==> src/rtl/aes_out_guard.sv <==
// aes_out_guard
//   Output guard between the pipelined AES-128 core and the top-level
//   ciphertext port. Each accepted ciphertext word is registered and compared
//   against NUM_PAT programmable watch patterns. Matches are counted with
//   saturation. When the count reaches THRESH, a sticky alarm is latched and
//   every later word is replaced by a fail-safe value until rst.
//
//   Optional feature macro: AES_GUARD_KEY_ECHO_EN
//     defined   : the fail-safe value is the current key, sampled together
//                 with ct (lab bring-up only)
//     undefined : the fail-safe value is all-zero and key is unused
//
// Parameters
//   DATA_W   ciphertext/key/pattern width
//   NUM_PAT  number of pattern slots (>= 1)
//   CNT_W    match counter width
//   THRESH   matches needed to raise the alarm (1 .. 2^CNT_W-1)
//   DEF_PAT  slot 0 pattern after reset (slot 0 is enabled at reset)
//
// Ports
//   clk, rst    clock; asynchronous active-high reset
//   key         current key (fail-safe source when key echo is enabled)
//   ct_valid    ct holds a valid cipher output this cycle
//   ct          cipher core output
//   pat_we      write pattern slot pat_addr with pat_wdata (addr >= NUM_PAT ignored)
//   pat_clr     disable all slots and clear match_cnt (wins over pat_we)
//   out_valid   one-cycle pulse per accepted ct
//   out         registered guarded output (holds when idle)
//   alarm       sticky alarm
//   match_cnt   saturating match count
//   match_idx   lowest matching slot of the last match
module aes_out_guard #(
  parameter int unsigned DATA_W  = 128,
  parameter int unsigned NUM_PAT = 4,
  parameter int unsigned CNT_W   = 8,
  parameter int unsigned THRESH  = 1,
  parameter logic [DATA_W-1:0] DEF_PAT = 128'h6939b2e898f969350967325782ecc94e,
  localparam int unsigned AW = (NUM_PAT > 1) ? $clog2(NUM_PAT) : 1
) (
  input  logic              clk,
  input  logic              rst,
  input  logic [DATA_W-1:0] key,
  input  logic              ct_valid,
  input  logic [DATA_W-1:0] ct,
  input  logic              pat_we,
  input  logic [AW-1:0]     pat_addr,
  input  logic [DATA_W-1:0] pat_wdata,
  input  logic              pat_clr,
  output logic              out_valid,
  output logic [DATA_W-1:0] out,
  output logic              alarm,
  output logic [CNT_W-1:0]  match_cnt,
  output logic [AW-1:0]     match_idx
);

  typedef enum logic [1:0] {
    ARMED = 2'd0,
    SEEN  = 2'd1,
    ALARM = 2'd2
  } state_e;

  state_e            state_q, state_d;
  logic [DATA_W-1:0] pat_q [NUM_PAT];
  logic [DATA_W-1:0] pat_d [NUM_PAT];
  logic [NUM_PAT-1:0] en_q, en_d;
  logic [NUM_PAT-1:0] wr_sel;
  logic [CNT_W-1:0]  cnt_q, cnt_d, cnt_inc;
  logic [AW-1:0]     idx_q, idx_d, hit_idx;
  logic              hit, match, thr_hit;
  logic              out_valid_q, out_valid_d;
  logic [DATA_W-1:0] out_q, out_d;
  logic [DATA_W-1:0] fail_val;

`ifdef AES_GUARD_KEY_ECHO_EN
  assign fail_val = key;
`else
  logic unused_key;
  assign fail_val   = '0;
  assign unused_key = ^key;
`endif

  // Slot write decode; an address with no matching slot selects nothing.
  always_comb begin
    wr_sel = '0;
    for (int unsigned i = 0; i < NUM_PAT; i++) begin
      wr_sel[i] = pat_we && !pat_clr && (pat_addr == AW'(i));
    end
  end

  always_comb begin
    en_d = pat_clr ? '0 : (en_q | wr_sel);
    for (int unsigned i = 0; i < NUM_PAT; i++) begin
      pat_d[i] = wr_sel[i] ? pat_wdata : pat_q[i];
    end
  end

  // Compare against registered (pre-write) slot contents; lowest index wins.
  always_comb begin
    hit     = 1'b0;
    hit_idx = '0;
    for (int unsigned i = 0; i < NUM_PAT; i++) begin
      if (!hit && en_q[i] && (pat_q[i] == ct)) begin
        hit     = 1'b1;
        hit_idx = AW'(i);
      end
    end
  end

  assign match   = ct_valid && hit && !pat_clr;
  assign cnt_inc = (cnt_q == '1) ? cnt_q : cnt_q + 1'b1;
  assign thr_hit = (cnt_inc >= CNT_W'(THRESH));

  // Next state, counter and match index.
  always_comb begin
    state_d = state_q;
    cnt_d   = cnt_q;
    idx_d   = idx_q;
    if (pat_clr) begin
      cnt_d = '0;
      if (state_q == SEEN) state_d = ARMED;
    end else if (match) begin
      cnt_d = cnt_inc;
      idx_d = hit_idx;
      if (state_q != ALARM) state_d = thr_hit ? ALARM : SEEN;
    end
  end

  // The word that raises the alarm sees alarm=0 here and passes unmasked.
  always_comb begin
    out_valid_d = ct_valid;
    out_d       = out_q;
    if (ct_valid) out_d = (state_q == ALARM) ? fail_val : ct;
  end

  always_ff @(posedge clk or posedge rst) begin
    if (rst) begin
      state_q     <= ARMED;
      cnt_q       <= '0;
      idx_q       <= '0;
      en_q        <= NUM_PAT'(1);
      out_valid_q <= 1'b0;
      out_q       <= '0;
      for (int unsigned i = 0; i < NUM_PAT; i++) begin
        pat_q[i] <= (i == 0) ? DEF_PAT : '0;
      end
    end else begin
      state_q     <= state_d;
      cnt_q       <= cnt_d;
      idx_q       <= idx_d;
      en_q        <= en_d;
      out_valid_q <= out_valid_d;
      out_q       <= out_d;
      for (int unsigned i = 0; i < NUM_PAT; i++) begin
        pat_q[i] <= pat_d[i];
      end
    end
  end

  assign out_valid = out_valid_q;
  assign out       = out_q;
  assign alarm     = (state_q == ALARM);
  assign match_cnt = cnt_q;
  assign match_idx = idx_q;

endmodule

==> config.mk <==
export PLATFORM = sky130hd
export DESIGN_NAME = aes_out_guard
export DESIGN_NICKNAME = d
export VERILOG_FILES = /design/src/rtl/aes_out_guard.sv
export SDC_FILE = /design/constraint.sdc
export NUM_CORES = 2
export LEC_CHECK = 0
export ABC_AREA = 0
export BUFFER_PORTS_ARGS = -buffer_cell sky130_fd_sc_hd__buf_4
export CAP_MARGIN = 20
export CORE_ASPECT_RATIO = 0.9
export CORE_MARGIN = 3
export CORE_UTILIZATION = 25
export CTS_BUF_LIST = sky130_fd_sc_hd__clkbuf_2
export DETAILED_ROUTE_END_ITERATION = 16
export PLACE_DENSITY_LB_ADDON = 0.2
export RECOVER_POWER = 25
export SETUP_SLACK_MARGIN = 0.3
export SYNTH_ARGS = -nofsm -noshare
export SYNTH_HDL_FRONTEND = slang
export SYNTH_SLANG_ARGS = --single-unit
==> constraint.sdc <==
create_clock -name clk -period 39.9 [get_ports clk]
set_clock_uncertainty 0.2 [all_clocks]
set_input_delay 5.985 -clock clk [delete_from_list [all_inputs] [get_ports clk]]
set_output_delay 5.985 -clock clk [all_outputs]
set_load 0.05 [all_outputs]
Word level (Yosys, flattened, before mapping)
Cells that the tools add are included.

Word-level logic and storage cells: 66. Input port bits: 391. Output and inout port bits: 140. Flip-flop bits (word level): 657.

Multiplexer cells: 17. Equality and inequality tests: 12. Bitwise gates (word level): 2. Order comparisons: 1. $add $sub $neg: 1. Reduce and logical (&&, ||, !) cells: 23.

Operators with widths (number): equality test 128 bit (4); 2-to-1 mux 128 bit (1); 2-to-1 mux 8 bit (3); logical AND 1 bit (14); 2-to-1 mux 2 bit (7); adder 8 x 1 -> 8 bit, second input constant (1); equality test 8 bit, second input constant (1); greater-or-equal comparator 8 x 1 -> 1 bit, second input constant (1); equality test 2 bit, second input constant (3); 2-to-1 mux 1 bit (5); equality test 2 x 1 -> 1 bit, second input constant (2); logical NOT 1 bit (4); 2-to-1 mux 4 bit (1); bitwise OR 4 bit (1); nonzero test 2 bit (2); AND reduction 3 bit (1); logical NOT 2 bit (1); inequality test 2 x 1 -> 1 bit, second input constant (1); inequality test 2 bit, second input constant (1); AND reduction 2 bit (1); NOT 1 bit (1).

Depth between registers and ports, before layout
Word-level depth: 19. Depth in mapped cells: 9. Depth with buffers taken out: 9.

Worst setup path after synthesis
OpenSTA, ideal clock, no wires.

Kind: input port to flip-flop. From: input ct[87]. To: register cnt_q[0], in the netlist match_cnt[0]. Stages: 9. Data required time: 39573 ps. Path buffers: 1. Setup time: 127 ps. Slack: 31217 ps. Arrival time: 8355 ps. Cells stage by stage: buf_4 -> xnor2_2 -> nand4_1 -> or3_1 -> or4_1 -> or4_4 -> o2111ai_4 -> and3_2 -> mux2_1.

Cells in the longest elaborated chain, start to end: 18. Elaborated cells on any way between the ends: 21. Classes of those cells: eq/ne (4); mux (4); reduce/logical (13).

RTL lines: start, declared (line 44) `input logic [DATA_W-1:0] ct,`; equality test 128 bit (line 102) `if (!hit && en_q[i] && (pat_q[i] == ct)) begin`; logical AND 1 bit (line 102); 2-to-1 mux 1 bit (line 102); logical NOT 1 bit (line 102); logical AND 1 bit (2 in a row) (line 102); 2-to-1 mux 1 bit (line 102); logical NOT 1 bit (line 102); logical AND 1 bit (2 in a row) (line 102); 2-to-1 mux 1 bit (line 102); logical NOT 1 bit (line 102); logical AND 1 bit (2 in a row) (line 102); 2-to-1 mux 1 bit * (line 102); logical AND 1 bit * (2 in a row) (line 109) `assign match = ct_valid && hit && !pat_clr;`; nonzero test 2 bit (no source line) *; end signal, assigned (line 148) `cnt_q <= cnt_d;`; end, declared (line 67) `logic [CNT_W-1:0] cnt_q, cnt_d, cnt_inc;`.

Mark *: on every way between the ends. The rest lies on a longest branch, timed or not. A chain may end at the register's enable or synchronous reset.

==> impl_summary.log <==
INFO  metric run_status = finished, violations left
INFO  metric failed_checks = capacitance limit, slew limit
INFO  metric clock-sinks = 657
INFO  metric placement.setup.worst_slack = 29.47 ns
INFO  metric clockRootBuffer = sky130_fd_sc_hd__clkbuf_2
INFO  metric post_cts.repair.setup_buffers = 0
INFO  metric first_pass_grt_wire_length = 245000 um
INFO  metric cts_tree = done
INFO  metric power.total = 2090 uW
INFO  metric syn2layout_area_growth = 19.6%
INFO  metric vias_per_cell = 5.19
INFO  metric antenna_left = 0
INFO  metric met1_routed_length = 82100 um
INFO  metric syn-num-nets = 3329
INFO  metric cts.reportedPaths.clkPinSlew = 0.09 ns
INFO  metric floorplan.die.width = 391 um
INFO  metric worst_slew_margin_rel = -427%
INFO  metric vdd_drop_max = 0.0195 mV
INFO  metric clock_latency = 1.71 ns
INFO  metric timing.final.ws_setup = 25.04 ns
INFO  metric prevailing_post_synth_register_cell = sky130_fd_sc_hd__dfrtp_1
INFO  metric worst-slew-pin-transition = 7.91 ns
INFO  metric synthCells = 2937
INFO  metric htree_num_levels = 4
INFO  metric cp_slowest_stage_delay = 5.65 ns
INFO  metric setup.worst_path.end_class = async pin
INFO  metric synth_area_per_cell = 11.4 sq um
INFO  metric tritoncts.num_buffers = 193
INFO  metric fillerInstances = 13878
INFO  metric leakagePower = 0.0166 uW
INFO  metric place.gp.congestion = 1.02
INFO  metric period_share = 37.2%
INFO  metric tns = 0 ns
INFO  metric place_hpwl = 146000 um
INFO  metric period_needed = 14.86 ns
INFO  metric grt_antenna_before_repair = 24
INFO  metric design.portCount = 531
INFO  metric ys_seq_elements = 657
INFO  metric asyncSetResetFlopFracSynth = 100%
INFO  metric synth-edff-count = 0
INFO  metric min_path_type = reg -> reg
INFO  metric route.final.wire_length = 185000 um
INFO  metric cts_resized = 0
INFO  metric hold_violations = 0
INFO  metric drt_first_pass_iters = 5
INFO  metric initial_utilization = 25.3%
INFO  metric dr_total_vias = 27336
INFO  metric core = 0.132 sq mm
INFO  metric critical_path_arrival = 14.37 ns
INFO  metric placementRows = 126
INFO  metric routed_wire_length_per_instance = 35.0 um
INFO  metric place.port_buffers = 402
INFO  metric area_of_the_die = 0.138 sq mm
INFO  metric critPathMaxFanout = 136
INFO  metric gr-total-overflow = 0
INFO  metric power_density = 52.4 mW/mm^2
INFO  metric critical_path.cell_chain = clkbuf_4 -> clkinvlp_2 -> clkbuf_1
INFO  metric grt_start_max_net_pins = 137
INFO  metric total_number_of_yosys_warnings = 0
INFO  metric number_of_global_route_vias_before_repair = 27314
INFO  metric yosysUniqueCellTypes = 66
INFO  metric total_count_of_max_transition_violations_in_the_final_report = 482
INFO  metric synth_area = 0.0334 sq mm
INFO  metric worstSetupPathType = in -> async
INFO  metric unrepaired_setup_endpoints_after_global_routing = false
INFO  metric setup_violations = 0
INFO  metric met2_length = 80600 um
INFO  metric dr.max_layer_used = met5
INFO  metric initialDrtViolationCount = 2493
INFO  metric cts_hold_bufs = 0
INFO  metric setup.worst_path.start_class = input pin
INFO  metric drv_cap = 6
INFO  metric vertical_die_dimension = 353 um
INFO  metric sequential_element_share_of_the_synthesized_area = 49.5%
INFO  metric required = 39.41 ns
INFO  metric crit_slowest_cell = sky130_fd_sc_hd__clkbuf_1
INFO  metric globalRouteTotalUtil = 26.3%
INFO  metric clock_tree.buffer_depth = 3
INFO  metric detail_route.drc_violations = 0
INFO  metric upper_clock_frequency_limit = 0.0673 GHz
INFO  metric wl_met3 = 13700 um
INFO  metric numnets_final = 3759
INFO  metric final_layout_size_suffix_gt1_share = 37.5%
==> critical path: cells and delay by family <==
family,cells,cell delay (ns)
buffers and inverters,3,8.08
==> metal layers <==
layer | GRT usage, % | vias up
li1 | - | 11445
met1 | 36.4 | 14260
met2 | 39.6 | 1327
met3 | 5.55 | 300
met4 | 10.9 | 4
met5 | 0 | -
==> synth_stat cells (9+ instances only) <==
master                      number  area (sq um)
sky130_fd_sc_hd__dfrtp_1       593         14800
sky130_fd_sc_hd__clkbuf_1      171           642
sky130_fd_sc_hd__xnor2_1       210          1840
sky130_fd_sc_hd__nand2_1       192           721
sky130_fd_sc_hd__xor2_1         96           841
sky130_fd_sc_hd__dfstp_2        64          1680
sky130_fd_sc_hd__nor2b_1       110           688
sky130_fd_sc_hd__o2111ai_1      24           210
sky130_fd_sc_hd__nand4_1       189          1180
sky130_fd_sc_hd__nor2_1         26          97.6
sky130_fd_sc_hd__mux2_2        489          5510
sky130_fd_sc_hd__nand3_1        28           140
sky130_fd_sc_hd__nand2b_1      256          1600
sky130_fd_sc_hd__o22ai_1         9          56.3
sky130_fd_sc_hd__or4_1          12          90.1
sky130_fd_sc_hd__o21ai_0        32           160
sky130_fd_sc_hd__nor3_1         21           105
sky130_fd_sc_hd__o2bb2ai_1     128          1120
sky130_fd_sc_hd__nor4_1        111           694
sky130_fd_sc_hd__a2111oi_0      14           123
sky130_fd_sc_hd__inv_1          58           218
sky130_fd_sc_hd__buf_2          11          55.1
==> placed cells by master, fill, tap and decap left out, drive strengths merged, types with 4 or more instances in the layout <==
cell type,instances
a2111oi,15
a211oi,4
a21oi,7
and3,7
buf,425
clkbuf,317
clkinv,40
dfrtp,593
dfstp,64
diode,10
inv,61
mux2,492
nand2,192
nand2b,256
nand3,28
nand4,189
nor2,26
nor2b,110
nor3,21
nor4,112
nor4b,6
o2111ai,25
o21ai,32
o22ai,9
o2bb2ai,128
or4,13
xnor2,213
xor2,96
==> registers in the layout, summed over array words and instances, names as in the netlist <==
| signal | cells |
|---|---|
| out_valid | 1 |
| out | 128 |
| pat_q | 512 |
| state_q | 2 |
| en_q | 4 |
| match_cnt | 8 |
| match_idx | 2 |
==> power by group <==
group          leakage, uW  switching [uW]  total (uW)  internal [uW]
clock network      0.00143             335         562            227
registers          0.00784             113         915            802
logic              0.00731             394         618            223
total               0.0166             842        2090           1250
==> per-stage QoR <==
| stage | util, % | std cells | hold slack [ns] | instance area [sq um] |
|---|---|---|---|---|
| final | 30.3 | 5268 | 0.285 | 39900 |
| after global routing | 30.3 | 5265 | 0.312 | 39900 |
| after CTS | 30.3 | 5254 | 0.287 | 39900 |
| after detailed placement | 28.9 | 4896 | 0.266 | 38100 |
| after global placement | 28.9 | 4896 | 0.261 | 38100 |
| after floorplan | - | 2937 | 0.249 | 33400 |
==> worst paths after layout <==
| path | startpoint | end | slack [ns] | depth (start not counted) |
|---|---|---|---|---|
| max reg2reg | pat_q[348]$_DFFE_PP0P_ | match_cnt[6]$_DFFE_PP0P_ | 35.01 | 8 |
| min in group asynchronous | rst | pat_q[111]$_DFFE_PP0P_ | 5.39 | 2 |
| min reg2reg | state_q[1]$_DFFE_PP0P_ | state_q[1]$_DFFE_PP0P_ | 0.29 | 1 |
| min | state_q[1]$_DFFE_PP0P_ | state_q[1]$_DFFE_PP0P_ | 0.29 | 1 |
| max | rst | state_q[1]$_DFFE_PP0P_ | 25.04 | 3 |
| max in group clk | ct[92] | match_cnt[6]$_DFFE_PP0P_ | 30.92 | 9 |
==> cell type report <==
| cell class | instances | area (sq um) | share of cell area (%) |
|---|---|---|---|
| diodes | 10 | 25.0 | 0.0626 |
| clock buffers | 309 | 1550 | 3.87 |
| clock inverters | 49 | 310 | 0.777 |
| inverters | 58 | 220 | 0.551 |
| multi-input cells | 2024 | 15900 | 39.8 |
| flip-flops and latches | 657 | 16500 | 41.4 |
| well taps | 1728 | 2160 | 5.41 |
| repair buffers | 433 | 3250 | 8.13 |
==> cells by family after synthesis <==
logic type / after synthesis / synth area share, %
adder cells (fa/ha/maj): 1 / 0.0375
XOR/XNOR: 309 / 8.17
AO/OA/AOI/OAI: 239 / 5.83
AND/OR/NAND/NOR: 982 / 16.8
flip-flops: 657 / 49.5
buffers and inverters: 256 / 3.05
multiplexers: 493 / 16.6
No activity file was read; power rests on OpenSTA's default activity.
